==> src/rtl/controller_pkg.sv <==
// Shared encodings for the multicycle ARM-subset controller: FSM states, ALU/command/op/cond codes,
// datapath select encodings and the condition-check helper.
package controller_pkg;

    typedef enum logic [3:0] {
        S_FETCH, S_DECODE, S_MEMADR, S_MEMRD, S_MEMWB,
        S_MEMWR, S_EXECR, S_EXECI, S_ALUWB, S_BRANCH
    } state_e;

    localparam logic [1:0] ALU_ADD = 2'b00;
    localparam logic [1:0] ALU_SUB = 2'b01;
    localparam logic [1:0] ALU_AND = 2'b10;
    localparam logic [1:0] ALU_ORR = 2'b11;

    localparam logic [3:0] CMD_AND = 4'b0000;
    localparam logic [3:0] CMD_SUB = 4'b0010;
    localparam logic [3:0] CMD_ADD = 4'b0100;
    localparam logic [3:0] CMD_CMP = 4'b1010;
    localparam logic [3:0] CMD_ORR = 4'b1100;

    localparam logic [1:0] OP_DP  = 2'b00;
    localparam logic [1:0] OP_MEM = 2'b01;
    localparam logic [1:0] OP_BR  = 2'b10;

    localparam logic [3:0] COND_EQ = 4'b0000, COND_NE = 4'b0001, COND_CS = 4'b0010, COND_CC = 4'b0011;
    localparam logic [3:0] COND_MI = 4'b0100, COND_PL = 4'b0101, COND_VS = 4'b0110, COND_VC = 4'b0111;
    localparam logic [3:0] COND_HI = 4'b1000, COND_LS = 4'b1001, COND_GE = 4'b1010, COND_LT = 4'b1011;
    localparam logic [3:0] COND_GT = 4'b1100, COND_LE = 4'b1101, COND_AL = 4'b1110;

    localparam logic       SRCA_REG   = 1'b0;
    localparam logic       SRCA_PC    = 1'b1;
    localparam logic [1:0] SRCB_WD    = 2'b00;
    localparam logic [1:0] SRCB_IMM   = 2'b01;
    localparam logic [1:0] SRCB_FOUR  = 2'b10;
    localparam logic [1:0] RES_ALUOUT = 2'b00;
    localparam logic [1:0] RES_DATA   = 2'b01;
    localparam logic [1:0] RES_ALURES = 2'b10;

    // flags are packed {N,Z,C,V}
    function automatic logic cond_eval(input logic [3:0] cond, input logic [3:0] flags);
        logic n, z, c, v;
        {n, z, c, v} = flags;
        case (cond)
            COND_EQ: cond_eval = z;
            COND_NE: cond_eval = ~z;
            COND_CS: cond_eval = c;
            COND_CC: cond_eval = ~c;
            COND_MI: cond_eval = n;
            COND_PL: cond_eval = ~n;
            COND_VS: cond_eval = v;
            COND_VC: cond_eval = ~v;
            COND_HI: cond_eval = c & ~z;
            COND_LS: cond_eval = ~c | z;
            COND_GE: cond_eval = (n == v);
            COND_LT: cond_eval = (n != v);
            COND_GT: cond_eval = ~z & (n == v);
            COND_LE: cond_eval = z | (n != v);
            COND_AL: cond_eval = 1'b1;
            default: cond_eval = 1'b0;
        endcase
    endfunction

endpackage

==> src/rtl/cond_unit.sv <==
// Condition unit: NZCV register, condition evaluation against the held flags, gated flag writes.
module cond_unit
    import controller_pkg::*;
(
    input  logic       clk,
    input  logic       reset,
    input  logic [3:0] cond,
    input  logic [3:0] alu_flags,
    input  logic [1:0] flag_w,
    output logic       cond_ex,
    output logic [3:0] flags
);

    logic [3:0] flags_q;
    logic [3:0] flags_d;

    assign cond_ex = cond_eval(cond, flags_q);
    assign flags   = flags_q;

    // flag_w is only non-zero during execute, so the flags stay fixed for the rest of an instruction
    always_comb begin
        flags_d = flags_q;
        if (flag_w[1] && cond_ex) flags_d[3:2] = alu_flags[3:2];
        if (flag_w[0] && cond_ex) flags_d[1:0] = alu_flags[1:0];
    end

    always_ff @(posedge clk or negedge reset) begin
        if (!reset) flags_q <= 4'b0000;
        else        flags_q <= flags_d;
    end

endmodule

==> src/rtl/multicycle_controller.sv <==
// Multicycle ARM-subset control unit: main FSM, ALU decoder and condition unit instance.
// Build option: define CONTROLLER_CMP_EN to decode CMP as a flags-only SUB.
module multicycle_controller
    import controller_pkg::*;
(
    input  logic        clk,
    input  logic        reset,
    input  logic [19:0] Instr,
    input  logic [3:0]  ALUFlags,
    output logic        PCWrite,
    output logic        MemWrite,
    output logic        RegWrite,
    output logic        IRWrite,
    output logic        AdrSrc,
    output logic        ALUSrcA,
    output logic [1:0]  ALUSrcB,
    output logic [1:0]  ResultSrc,
    output logic [1:0]  ImmSrc,
    output logic [1:0]  RegSrc,
    output logic [1:0]  ALUControl
);

    state_e     state_q, state_d;
    logic [3:0] cond;
    logic [1:0] op;
    logic [5:0] funct;
    logic       rd_is_pc;
    logic       cond_ex;
    logic [3:0] flags_unused;
    logic       unused_rn;
    logic [1:0] dec_ctrl;
    logic [1:0] dec_flag_w;
    logic       no_write;
    logic       alu_exec;
    logic [1:0] flag_w;
    logic       pc_we, mem_we, reg_we, ir_we;

    assign cond      = Instr[19:16];
    assign op        = Instr[15:14];
    assign funct     = Instr[13:8];
    assign unused_rn = ^Instr[7:4];
    assign rd_is_pc  = (Instr[3:0] == 4'hF);

    assign ImmSrc    = op;
    assign RegSrc    = {(op == OP_MEM) & ~funct[0], (op == OP_BR)};

    always_comb begin
        dec_ctrl   = ALU_ADD;
        dec_flag_w = 2'b00;
        no_write   = 1'b0;
        case (funct[4:1])
            CMD_ADD: begin dec_ctrl = ALU_ADD; dec_flag_w = {funct[0], funct[0]}; end
            CMD_SUB: begin dec_ctrl = ALU_SUB; dec_flag_w = {funct[0], funct[0]}; end
            CMD_AND: begin dec_ctrl = ALU_AND; dec_flag_w = {funct[0], 1'b0}; end
            CMD_ORR: begin dec_ctrl = ALU_ORR; dec_flag_w = {funct[0], 1'b0}; end
`ifdef CONTROLLER_CMP_EN
            CMD_CMP: begin dec_ctrl = ALU_SUB; dec_flag_w = 2'b11; no_write = 1'b1; end
`endif
            default: no_write = 1'b1;
        endcase
    end

    assign alu_exec = (state_q == S_EXECR) || (state_q == S_EXECI);
    assign flag_w   = alu_exec ? dec_flag_w : 2'b00;

    cond_unit u_cond (
        .clk       (clk),
        .reset     (reset),
        .cond      (cond),
        .alu_flags (ALUFlags),
        .flag_w    (flag_w),
        .cond_ex   (cond_ex),
        .flags     (flags_unused)
    );

    always_ff @(posedge clk or negedge reset) begin
        if (!reset) state_q <= S_FETCH;
        else        state_q <= state_d;
    end

    always_comb begin
        state_d = S_FETCH;
        case (state_q)
            S_FETCH:  state_d = S_DECODE;
            S_DECODE: begin
                case (op)
                    OP_MEM:  state_d = S_MEMADR;
                    OP_DP:   state_d = funct[5] ? S_EXECI : S_EXECR;
                    OP_BR:   state_d = S_BRANCH;
                    default: state_d = S_FETCH;
                endcase
            end
            S_MEMADR: state_d = funct[0] ? S_MEMRD : S_MEMWR;
            S_MEMRD:  state_d = S_MEMWB;
            S_EXECR:  state_d = S_ALUWB;
            S_EXECI:  state_d = S_ALUWB;
            default:  state_d = S_FETCH;
        endcase
    end

    always_comb begin
        pc_we      = 1'b0;
        mem_we     = 1'b0;
        reg_we     = 1'b0;
        ir_we      = 1'b0;
        AdrSrc     = 1'b0;
        ALUSrcA    = SRCA_REG;
        ALUSrcB    = SRCB_WD;
        ResultSrc  = RES_ALUOUT;
        ALUControl = alu_exec ? dec_ctrl : ALU_ADD;
        case (state_q)
            S_FETCH: begin
                ir_we     = 1'b1;
                pc_we     = 1'b1;
                ALUSrcA   = SRCA_PC;
                ALUSrcB   = SRCB_FOUR;
                ResultSrc = RES_ALURES;
            end
            S_DECODE: begin
                ALUSrcA   = SRCA_PC;
                ALUSrcB   = SRCB_FOUR;
                ResultSrc = RES_ALURES;
            end
            S_MEMADR: ALUSrcB = SRCB_IMM;
            S_MEMRD:  AdrSrc = 1'b1;
            S_MEMWR: begin
                AdrSrc = 1'b1;
                mem_we = cond_ex;
            end
            S_MEMWB: begin
                ResultSrc = RES_DATA;
                reg_we    = cond_ex;
                pc_we     = cond_ex & rd_is_pc;
            end
            S_EXECR:  ALUSrcB = SRCB_WD;
            S_EXECI:  ALUSrcB = SRCB_IMM;
            S_ALUWB: begin
                ResultSrc = RES_ALUOUT;
                reg_we    = cond_ex & ~no_write;
                pc_we     = cond_ex & rd_is_pc;
            end
            S_BRANCH: begin
                ALUSrcB   = SRCB_IMM;
                ResultSrc = RES_ALURES;
                pc_we     = cond_ex;
            end
            default: ;
        endcase
    end

    // the async reset puts the FSM in FETCH; enables are additionally masked while reset is held
    assign PCWrite  = pc_we  & reset;
    assign MemWrite = mem_we & reset;
    assign RegWrite = reg_we & reset;
    assign IRWrite  = ir_we  & reset;

endmodule

==> config.mk <==
export PLATFORM = sky130hd
export DESIGN_NAME = multicycle_controller
export DESIGN_NICKNAME = d
export VERILOG_FILES = /design/src/rtl/controller_pkg.sv /design/src/rtl/cond_unit.sv /design/src/rtl/multicycle_controller.sv
export SDC_FILE = /design/constraint.sdc
export NUM_CORES = 1
export LEC_CHECK = 0
export CAP_MARGIN = 15
export CELL_PAD_IN_SITES_DETAIL_PLACEMENT = 1
export CELL_PAD_IN_SITES_GLOBAL_PLACEMENT = 1
export CORE_MARGIN = 2
export CORE_UTILIZATION = 27
export DETAILED_ROUTE_END_ITERATION = 8
export PLACE_DENSITY = 0.82
export SKIP_LAST_GASP = 1
export SLEW_MARGIN = 20
export SYNTH_ARGS = -nofsm -noshare
export SYNTH_HDL_FRONTEND = slang
export SYNTH_HIERARCHICAL = 1
export SYNTH_SLANG_ARGS = --single-unit
==> constraint.sdc <==
create_clock -name clk -period 3 [get_ports clk]
set_input_delay 0.6 -clock clk [delete_from_list [all_inputs] [get_ports clk]]
set_output_delay 0.6 -clock clk [all_outputs]
set_load 0.02 [all_outputs]
======== Word-level counts from Yosys, hierarchy flattened ========
Index checks and enable logic that the tools add are counted.
Widths: inputs -> output; s select.
cells by class
  equality and inequality tests ........... 31
  muxes and demuxes ....................... 17
  bitwise logic cells ..................... 16
  reductions and logical operators ........ 16
operators by type and width
  cell                count
  $eq 4x4->1 const B  11
  $eq 4x3->1 const B  9
  $eq 4x2->1 const B  5
  $pmux 4 s5          1
  $pmux 1 s15         1
  $logic_not 4->1     3
  $pmux 2 s2          3
  $pmux 4 s3          1
  $reduce_or 2->1     6
  $and 1x1->1         9
  $eq 4x1->1 const B  2
  $pmux 2 s3          1
  $reduce_or 3->1     2
  $mux 1              5
  $not 1->1           5
  $mux 2              2
  $reduce_or 4->1     1
  $mux 3              1
  $pmux 1 s3          1
  $eq 2x1->1 const B  1
  $eq 2x2->1 const B  1
  $logic_and 1x1->1   2
  $logic_not 2->1     1
  $or 1x1->1          2
  other kinds (4)     4
word-level totals
  flip-flop bits (word level) ............. 8
  input port bits ......................... 26
  output and inout bits ................... 16
  word-level logic and storage cells ...... 83

======== Longest topological paths before layout ========
  word-level depth ........................ 6
  mapped depth ............................ 9
  depth with buffers taken out ............ 8

======== Cells and area by module ========
Netlist, hierarchy kept.
modules (own cells, without submodules)
  module                 times used  cells each  area each (µm²)  sequential area each (µm²)
  multicycle_controller  1           63          462.9            100.1
  cond_unit              1           35          360.3            100.1

======== Least setup slack after synthesis ========
No wires, ideal clock.
  kind .................................... input to output
  from .................................... input port Instr[18]
  to ...................................... output port PCWrite
  data arrival time ....................... 2129 ps
  data required time ...................... 2400 ps
  setup slack ............................. 271 ps
  cell stages on the path ................. 9
  buffers on the path ..................... 1
  path through ............................ buf_6 and3b_2 a22oi_2 xnor2_1 o32ai_4 or2_2 and3_1 o211ai_1 o21ai_1
on the way
  longest elaborated chain between the ends .. 5
  elaborated cells on any way between the ends .. 19
  classes of those cells .................. 14 x eq/ne; 2 x mux; 2 x bitwise; 1 x reduce/logical
RTL lines
  item                                      line                                                        RTL
  from (decl)                               multicycle_controller.sv:8                                  input logic [19:0] Instr,
  $eq 4x4->1, or another cell as far along  controller_pkg.sv:43                                        case (cond)
  $pmux 1 s15 *                             controller_pkg.sv:43
  via cond_ex                               multicycle_controller.sv:28                                 logic cond_ex;
  $and 1x1->1                               multicycle_controller.sv:133, multicycle_controller.sv:140
  $pmux 1 s3 *                              multicycle_controller.sv:111                                case (state_q)
  $and 1x1->1 *                             multicycle_controller.sv:152                                assign PCWrite = pc_we & reset;
  to (decl)                                 multicycle_controller.sv:10                                 output logic PCWrite,
The timed path passes the listed nets; every way through them passes the cells marked *.

======== Worst setup path after layout ========
Same ends and word-level chain as after synthesis.

==> metrics.cfg <==
[critical_path]
crit_chain=clkdlybuf4s15_2, or3b_1, o31ai_1, a32oi_1, o32ai_4, or2_4, and3_1, o211ai_1, o21ai_1, buf_4
cp_slowest_cell=a32oi_1
worst_setup_path_start_kind=input port
max_stage_delay_ns=0.30
cp_max_fo=8
critical_path_required_ns=2.40
crit_arrival_ns=2.41
crit_type=in -> out
endpoint_kind=output port

[timing]
hold_viol=0
setup_ws_ns=-0.00998
period_minus_slack_ns=3.01
slew_headroom_pct=67.7
skew_ns=0.00356
max_freq_ghz=0.332
slew_viol_final=0
worstMarginPinSlew_ns=0.485
min_period_over_period_pct=100
grt_setup_unrepaired=yes
setup_viol=1

[power]
swShare_pct=46.4
pwr-share-seq_pct=27.4
ir_drop_mv=0.429
power_switching_mw=0.411
clockPowerShare_pct=8.8
p_comb_share_pct=63.9
p_int_mw=0.474
p_leak_nw=0.538
powerDensity_mw_per_mm2=681

[die]
dieWidth_um=59.2
ios=42
die_y_um=59.2
start_util_pct=27.6
design.core.area_mm2=0.00298
num_rows=20
die-area_mm2=0.00351

[routing]
drtIter0Drc=15
antenna_left=0
via_per_inst=5.15
wirelength_mm=2.52
route.vias.total=911
route.detailed.drc=0
dr.pass1.iters=4
routedWlPerCell_um=14.2

[logic_synthesis]
synthMuxAreaShare_pct=8.05
async_reset_ff_share_pct=100
yosys_register_bits=8
mappedNetlistArea_um2=823
synth.avg_cell_area_um2=8.40
synth_flop_cell=dfrtp_1
ys_types=43
synth_xor_area_share_pct=8.51
synthCells=98
yosysWarnings=6
yosys.area_share.simple_pct=31.3
synth_compound_area_share_pct=20.2
synth.yosys.seq_area_share_pct=24.3
synth_top_family_by_area=simple AND/OR/NAND/NOR gates
synthAdderAreaFrac_pct=0
synth_enable_flop_cells=0
synth_fp_nets=124

[cells_and_area]
area_growth_pct=57.8
diodes=0
nets=172
final_util_pct=43.6
stdcell_count=177
design_area_mm2=0.00130
drive_above_1_share_pct=21.5

[clock_tree]
clk_pin_slew_worst_paths_ns=0.05
clk_path_buf_depth=2
cts-root-buf=clkbuf_4
cts_setup_buffers=0
clock_sinks=8
cts_max_level=1
cts_tree=built
cts_hold_buffers=0
clock_latency_ns=0.25
cts-buffers-inserted=3

[placement]
portBuffers=37
gp_congestion=0.875
dpl_cell_area_mm2=0.00128
dp_hpwl_mm=2.07
dp_slack_ns=-0.749
dp.cells=174

[grt]
grt_pass1_vias=946
antenna_found_initial=0
grt_usage_pct=15.8
grt_pass1_wl_mm=4.28
grt_max_degree=16
grt.overflow.total=0

[outcome]
violations=setup timing
status=complete, but fails checks

[flow_run]
cap_violations=0

[worst_hold_path]
hold_class=reg -> reg

==> registers in the layout (all words and copies together) (netlist names) <==
name          flops
state_q           4
u_cond/flags      4
==> kinds of logic after synthesis <==
group	Yosys count
compound gates	20
buf+inv	10
flops	8
simple gates	46
xor+xnor	8
mux	6
==> cell usage after synthesis, drive strengths merged (2+ instances only) <==
library cell / count / area [um2]
nor3b: 4 / 30.0
nand3: 2 / 10.0
dfrtp: 8 / 200
and2b: 2 / 16.3
nand3b: 2 / 15.0
nor3: 10 / 50.1
nand4: 2 / 12.5
a21oi: 4 / 20.0
o21ai: 5 / 32.5
xnor2: 5 / 43.8
xor2: 3 / 26.3
nor2b: 2 / 12.5
nand2: 6 / 22.5
nor2: 8 / 30.0
inv: 3 / 11.3
mux2: 5 / 56.3
buf: 7 / 51.3
==> metrics by stage <==
stage          total power [mW]  setup TNS (ns)  hold WS, ns
6_report                  0.884        -0.00998        0.567
5_1_grt                   0.954         -0.0803        0.574
4_1_cts                   0.894         -0.0113        0.565
3_5_place_dp              0.811           -2.13        0.553
3_3_place_gp              0.789           -1.96        0.550
2_1_floorplan             0.564               0        0.304
==> per-layer routing <==
metal	GRT usage, %	vias to the layer above	wire [um]
li1	-	450	-
met1	18.1	440	1060
met2	29.7	21	1370
met3	2.84	0	86
met4	3.90	0	0
met5	0	-	0
==> repair_timing <==
action,in CTS,in global routing
endpoints found under the setup margin,3,3
pin swaps,4,2
gates resized for setup,23,2
==> final timing paths <==
kind                                 startpoint         endpoint  slack (ns)  cells after the start
worst max-delay path                  Instr[18]          PCWrite       -0.01                     10
worst min-delay path            u_cond/flags[1]  u_cond/flags[1]        0.57                      1
worst max register to register  u_cond/flags[3]  u_cond/flags[0]        0.96                      7
worst min register to register  u_cond/flags[1]  u_cond/flags[1]        0.57                      1
max in group asynchronous                 reset       state_q[2]        2.10                      2
min in group asynchronous                 reset       state_q[0]        0.77                      2
==> cells in the final DEF (no fill, tap or decap), drive strengths merged, types with 3 or more instances in the layout <==
cell type,synthesis,final
nor3,10,10
mux2,5,5
o21ai,5,5
xor2,3,3
nor2,8,8
xnor2,5,5
nand2,6,6
nor3b,4,4
a21oi,4,4
clkdlybuf4s50,0,30
clkbuf,0,3
inv,3,3
buf,7,16
dfrtp,8,8
==> cell type report <==
class                           instances  area [um2]
Inverter                                3        11.3
Tap cell                               33        41.3
Multi-Input combinational cell         80         568
Timing Repair Buffer                   50         455
Clock buffer                            3        22.5
Fill cell                             369        1680
Sequential cell                         8         200
==> critical path: cells and delay by family <==
family | cells | cell delay, ns
simple gates | 3 | 0.62
compound gates | 5 | 0.78
buf+inv | 2 | 0.41
==> power groups by stage <==
| stage | logic, mW | registers [mW] | clock network (mW) |
|---|---|---|---|
| floorplan | 0.399 | 0.166 | 0 |
| global placement | 0.553 | 0.236 | 0 |
| detailed placement | 0.569 | 0.242 | 0 |
| CTS | 0.571 | 0.240 | 0.0826 |
| global route | 0.612 | 0.257 | 0.0857 |
| finish | 0.565 | 0.242 | 0.0774 |
(Power assumes the default switching activity.)
